File: src/rtl/alu_arbiter.sv
// Round-robin arbiter sharing one combinational ALU between two requesters.
// Optional feature: define ALU_ARB_MUL_STALL_EN to hold EXEC for MUL_LATENCY cycles on MUL.
module alu_arbiter #(
    parameter int MUL_LATENCY = 3
) (
    input  logic        clk,
    input  logic        resetN,
    input  logic        req0Valid,
    output logic        req0Ready,
    input  logic [31:0] req0Operand1,
    input  logic [31:0] req0Operand2,
    input  logic [2:0]  req0Op,
    input  logic        req1Valid,
    output logic        req1Ready,
    input  logic [31:0] req1Operand1,
    input  logic [31:0] req1Operand2,
    input  logic [2:0]  req1Op,
    output logic        resp0Valid,
    output logic [7:0]  resp0Result,
    output logic        resp0Zero,
    output logic        resp1Valid,
    output logic [7:0]  resp1Result,
    output logic        resp1Zero,
    output logic [31:0] aluOperand1,
    output logic [31:0] aluOperand2,
    output logic [2:0]  aluOp,
    input  logic [7:0]  aluResult,
    input  logic        aluZero,
    output logic        busy
);

    typedef enum logic [1:0] {IDLE, EXEC, RESP} state_t;

    localparam logic [2:0] OP_MUL = 3'b100;

    if (MUL_LATENCY < 1 || MUL_LATENCY > 15) begin : g_bad_latency
        $error("alu_arbiter: MUL_LATENCY must be in 1..15");
    end

    state_t      state;
    logic        last_grant;   // 1 = port 1 was served last
    logic        port_q;
    logic        illegal_q;
    logic        grant0;
    logic        grant1;
    logic        accept;
    logic [31:0] sel_op1;
    logic [31:0] sel_op2;
    logic [2:0]  sel_op;
    logic        sel_illegal;
    logic        exec_done;

`ifdef ALU_ARB_MUL_STALL_EN
    logic [3:0]  dwell;
`endif

    always_comb begin
        grant0      = req0Valid && (!req1Valid || last_grant);
        grant1      = req1Valid && (!req0Valid || !last_grant);
        accept      = (state == IDLE) && (grant0 || grant1);
        req0Ready   = resetN && (state == IDLE) && grant0;
        req1Ready   = resetN && (state == IDLE) && grant1;
        sel_op1     = grant1 ? req1Operand1 : req0Operand1;
        sel_op2     = grant1 ? req1Operand2 : req0Operand2;
        sel_op      = grant1 ? req1Op : req0Op;
        sel_illegal = (sel_op[2:1] == 2'b11);
`ifdef ALU_ARB_MUL_STALL_EN
        exec_done   = (dwell == 4'd0);
`else
        exec_done   = 1'b1;
`endif
    end

    always_ff @(posedge clk) begin
        if (!resetN) begin
            state       <= IDLE;
            last_grant  <= 1'b1;
            port_q      <= 1'b0;
            illegal_q   <= 1'b0;
            resp0Valid  <= 1'b0;
            resp0Result <= '0;
            resp0Zero   <= 1'b0;
            resp1Valid  <= 1'b0;
            resp1Result <= '0;
            resp1Zero   <= 1'b0;
            aluOperand1 <= '0;
            aluOperand2 <= '0;
            aluOp       <= '0;
            busy        <= 1'b0;
`ifdef ALU_ARB_MUL_STALL_EN
            dwell       <= '0;
`endif
        end else begin
            case (state)
                IDLE: begin
                    if (accept) begin
                        port_q    <= grant1;
                        illegal_q <= sel_illegal;
                        busy      <= 1'b1;
                        state     <= EXEC;
                        // Illegal ops are accepted but never reach the ALU.
                        if (!sel_illegal) begin
                            aluOperand1 <= sel_op1;
                            aluOperand2 <= sel_op2;
                            aluOp       <= sel_op;
                        end
`ifdef ALU_ARB_MUL_STALL_EN
                        dwell <= (sel_op == OP_MUL) ? 4'(MUL_LATENCY - 1) : '0;
`endif
                    end
                end
                EXEC: begin
                    if (exec_done) begin
                        aluOperand1 <= '0;
                        aluOperand2 <= '0;
                        aluOp       <= '0;
                        state       <= RESP;
                        if (port_q) begin
                            resp1Valid  <= 1'b1;
                            resp1Result <= illegal_q ? 8'h00 : aluResult;
                            resp1Zero   <= illegal_q ? 1'b1 : aluZero;
                        end else begin
                            resp0Valid  <= 1'b1;
                            resp0Result <= illegal_q ? 8'h00 : aluResult;
                            resp0Zero   <= illegal_q ? 1'b1 : aluZero;
                        end
                    end
`ifdef ALU_ARB_MUL_STALL_EN
                    else begin
                        dwell <= dwell - 4'd1;
                    end
`endif
                end
                RESP: begin
                    resp0Valid <= 1'b0;
                    resp1Valid <= 1'b0;
                    last_grant <= port_q;
                    busy       <= 1'b0;
                    state      <= IDLE;
                end
                default: state <= IDLE;
            endcase
        end
    end

endmodule

File: config.mk
export PLATFORM = sky130hd
export DESIGN_NAME = alu_arbiter
export DESIGN_NICKNAME = d
export VERILOG_FILES = /design/src/rtl/alu_arbiter.sv
export SDC_FILE = /design/constraint.sdc
export NUM_CORES = 1
export LEC_CHECK = 0
export CAP_MARGIN = 20
export CORE_MARGIN = 1.5
export CORE_UTILIZATION = 34
export DETAILED_ROUTE_END_ITERATION = 12
export PLACE_DENSITY = 0.85
export REMOVE_ABC_BUFFERS = 1
export SLEW_MARGIN = 20
export SYNTH_ARGS = -nofsm -noshare
export SYNTH_HDL_FRONTEND = slang
export SYNTH_SLANG_ARGS = --single-unit
File: constraint.sdc
create_clock -name clk -period 1.6 [get_ports clk]
set_input_delay 0.32 -clock clk [delete_from_list [all_inputs] [get_ports clk]]
set_output_delay 0.32 -clock clk [all_outputs]
set_load 0.1 [all_outputs]
==> metrics.md, run 1 <==
| Metric | Value |
|---|---|
| Outcome | finished with violations |
| Violated checks | negative setup slack |
| Vias in the first global route | 4,069 |
| Post-Place Cell Area | 7340 sq um |
| FF+latch count, synth | between 90 and 100 |
| Htree depth | 3 |
| Initial DRC count | 77 |
| Most frequent CP cell | buf_6 |
| CTS root buffer | clkbuf_16 |
| Io pins | 237 |
| Internal power | 5.12 mW |
| Clock buffer depth | 2 |
| Max-slew violation count | 0 |
| Worst path slowest cell | dfxtp_2 |
| CTS tree | done |
| Mapped Cells | roughly 360 |
| CP Data Required Time | between 1.5 and 2 ns |
| Sequential power share | 0.334 |
| Net Sw Frac | 0.372 |
| Core area | roughly 11,000 sq um |
| Highest Clock Rate | between 0.5 and 0.6 GHz |
| Largest net degree at the start of global routing | 45 |
| Synth cell types | 27 |
| Final clock skew | roughly 0.01 ns |
| Avg WL per Cell | approximately 20 microns |
| R2r startpoint | last_grant |
| Final nets | roughly 760 |
| DR vias/cell | between 5 and 6 |
| Critical path arrival | just under 2 ns |
| Leakage | around 3.3 nW |
| Number of detailed-route iterations in the first pass | 4 |
| Initial core utilization | 0.353 |
| Gr usage total | 0.218 |
| CP Launch Type | flop |
| Pwr/cell area | a little under 1000 nW/um^2 |
| Period utilization | 1.08 |
| Final hold viol count | 0 |
| Fin area | 8450 sq um |
| Critical path class | reg2reg |
| Seq/Total Area, Yosys | 0.482 |
| Die height | 110 microns |
| Placed Cells | about 720 |
| DRT Wirelength | around 15,000 microns |
| Hold_sp | resp1Result[7] |
| Final setup vio count | 69 |
| Antenna Violating Nets Remaining | 0 |
| Comb pwr share | 0.394 |
| Hold Path Class | reg2reg |
| Clk pwr share | 0.271 |
| Final worst setup slack | -0.120 ns |
| Slew margin rel. | 0.735 |
| Peak supply drop | about 0.54 mV |
| Net Switching | about 3 mW |
| Fill cells | between 600 and 700 |
| Grt total ovfl | 0 |
| Post-route minimum period | ~1.7 ns |
| Synth Area per Inst | approximately 11 sq um |
| Hold Buf Count CTS | 0 |
| Post-DP HPWL | between 10,000 and 15,000 microns |
| Clock latency at the later pin of the worst-skew pair | approximately 0.34 ns |
| Die width | between 100 and 150 microns |
| CP Max Fanout | 7 |
| Global-route wire length before repair | 20,100 microns |
| Clk slew on worst S/H paths | 0.07 ns |
| CP endpoint kind | flop |
| IO buf count | between 200 and 250 |
| Initial antenna violation count | 0 |
| Final setup TNS | -5.75 ns |
| Tightest Pin Transition | 0.393 ns |
| Die footprint | 12,000 sq um |
| Cell Area, Synth | a little under 4000 sq um |
| CTS Sinks | 93 |
| Crit path launch | last_grant |
| Ys Warns | 0 |
| CTS Buf Count | 9 |
| Share of cells above drive strength 1 | 0.356 |
| N_diodes | 0 |
| Crit path largest cell delay | approximately 0.35 ns |
| Via count | a little under 4,000 |
| DRC violations left | 0 |
| FP Rows | 38 |
| RSZ-0062 raised after global routing | true |
| Finished Layout Cells | roughly 760 |
| Synthesis-to-layout area growth | 119% |
| Critical-path cell list | a21boi_4, buf_6, mux2_4, a21oi_4, buf_6, clkbuf_16, o2bb2ai_4 |
| Max_cap viols | 0 |
| Gp weighted congestion | roughly 0.8 |
-- area by class of cell --
type	count	area [sq um]	area share
inverter	2	7.51	0.000889
multi-input combinational	236	2330	0.276
clock buffer	10	239	0.0283
clock inverter	6	68.8	0.00815
sequential	93	1860	0.221
tap	140	175	0.0207
timing repair buffer	268	3760	0.445
-- timing repair --
| action | in CTS | in global routing |
|---|---|---|
| resized for setup | 14 | 81 |
| setup buffers | 3 | 3 |
| pin swaps | 2 | 1 |
| setup endpoints to repair | 69 | 67 |
| cloned | 0 | 11 |
| hold endpoints to repair | 0 | 0 |
-- final timing paths --
kind	end	cells past startpoint	slack (ns)
worst max-delay path	aluOperand1[5]	7	-0.12
worst min-delay path	resp1Result[7]	2	0.50
worst max register to register	aluOperand1[5]	7	-0.12
worst min register to register	resp1Result[7]	2	0.50
-- critical path, delay by kind of cell (launching register included) --
| family | cells | cell delay (ns) |
|---|---|---|
| muxes | 1 | 0.33 |
| buffers and inverters | 3 | 0.49 |
| AOI/OAI and AO/OA | 3 | 0.49 |
| DFF | 1 | 0.35 |
-- flip-flops by register name, summed over array words and instances, names as in the netlist --
signal and cells:
resp1Valid 1, resp1Zero 1, busy 1, port_q 1, aluOperand2 32, resp0Zero 1
illegal_q 1, state 2, last_grant 1, resp1Result 8, resp0Result 8, resp0Valid 1
aluOp 3, aluOperand1 32
-- cell usage in the layout, fill, tap and decap left out, types with 2 or more instances in the layout --
cell type / count
inv_6: 2
inv_1: 2
buf_12: 96
mux2i_1: 64
buf_4: 9
a21boi_0: 16
dfxtp_1: 91
clkdlybuf4s50_1: 143
and2_1: 4
o2bb2ai_4: 3
dfxtp_2: 2
clkbuf_16: 16
o2bb2ai_2: 64
buf_8: 3
dlygate4sd2_1: 3
nor2b_1: 10
nor2_4: 3
nand2b_1: 2
mux2i_2: 3
o211a_1: 3
nand2_1: 42
nor2_1: 7
a21oi_1: 2
o21ai_0: 4
buf_6: 6
-- power groups by stage --
stage	Sequential (mW)	Clock (mW)	Combinational, mW
floorplan	3.82	0	0.479
global placement	2.73	0	2.84
detailed placement	2.74	0	2.89
CTS	2.69	2.24	2.92
global route	2.74	2.33	3.32
finish	2.73	2.21	3.22
-- synth_stat cells (all sizes together) --
cell type	number	area (sq um)
o211a	3	30.0
o211ai	1	7.51
and2	4	25.0
o21a	1	7.51
o2bb2ai	67	606
dfxtp	93	1860
a21oi	3	26.3
or3b	1	8.76
and3	1	6.26
mux2	1	15.0
clkbuf	4	15.0
mux2i	67	671
a21boi	17	128
o21ai	4	20.0
nor2b	10	62.6
inv	2	7.51
nor2	10	40.0
nand2b	2	12.5
buf	22	144
nand2	43	161
a22oi	1	7.51
-- stage by stage --
| stage | worst slack (ns) | hold WS (ns) | util | total power [mW] |
|---|---|---|---|---|
| CTS | -0.0784 | 0.506 | 0.705 | 7.84 |
| finish | -0.120 | 0.502 | 0.772 | 8.15 |
| global placement | -0.440 | 0.488 | 0.672 | 5.57 |
| global route | -0.154 | 0.523 | 0.772 | 8.39 |
| floorplan | -5.43 | 0.409 | - | 4.30 |
| detailed placement | -0.509 | 0.495 | 0.672 | 5.63 |
-- per-layer routing --
metal  up-vias  global-route usage  part of all wire
li1       1819                   -                 -
met1      1875               0.224              0.35
met2       185               0.402              0.54
met3        43              0.0646             0.072
met4         0              0.0993             0.034
met5         -                   0                 0
-- kinds of logic after synthesis --
| group | synth area share |
|---|---|
| AOI/OAI and AO/OA | 0.215 |
| buffers and inverters | 0.0431 |
| DFF | 0.482 |
| muxes | 0.178 |
| and+or+nand+nor | 0.0820 |
Power figures use the tool's default switching activity.
==> run 2, diff against run 1 <==
Settings changed: ABC_CLOCK_PERIOD_IN_PS from default to 1600, CTS_BUF_LIST from default to sky130_fd_sc_hd__clkbuf_8 sky130_fd_sc_hd__clkbuf_16.
==> results of run 2 <==
Same layout as run 1: the final DEF is identical, and so are final timing and power.
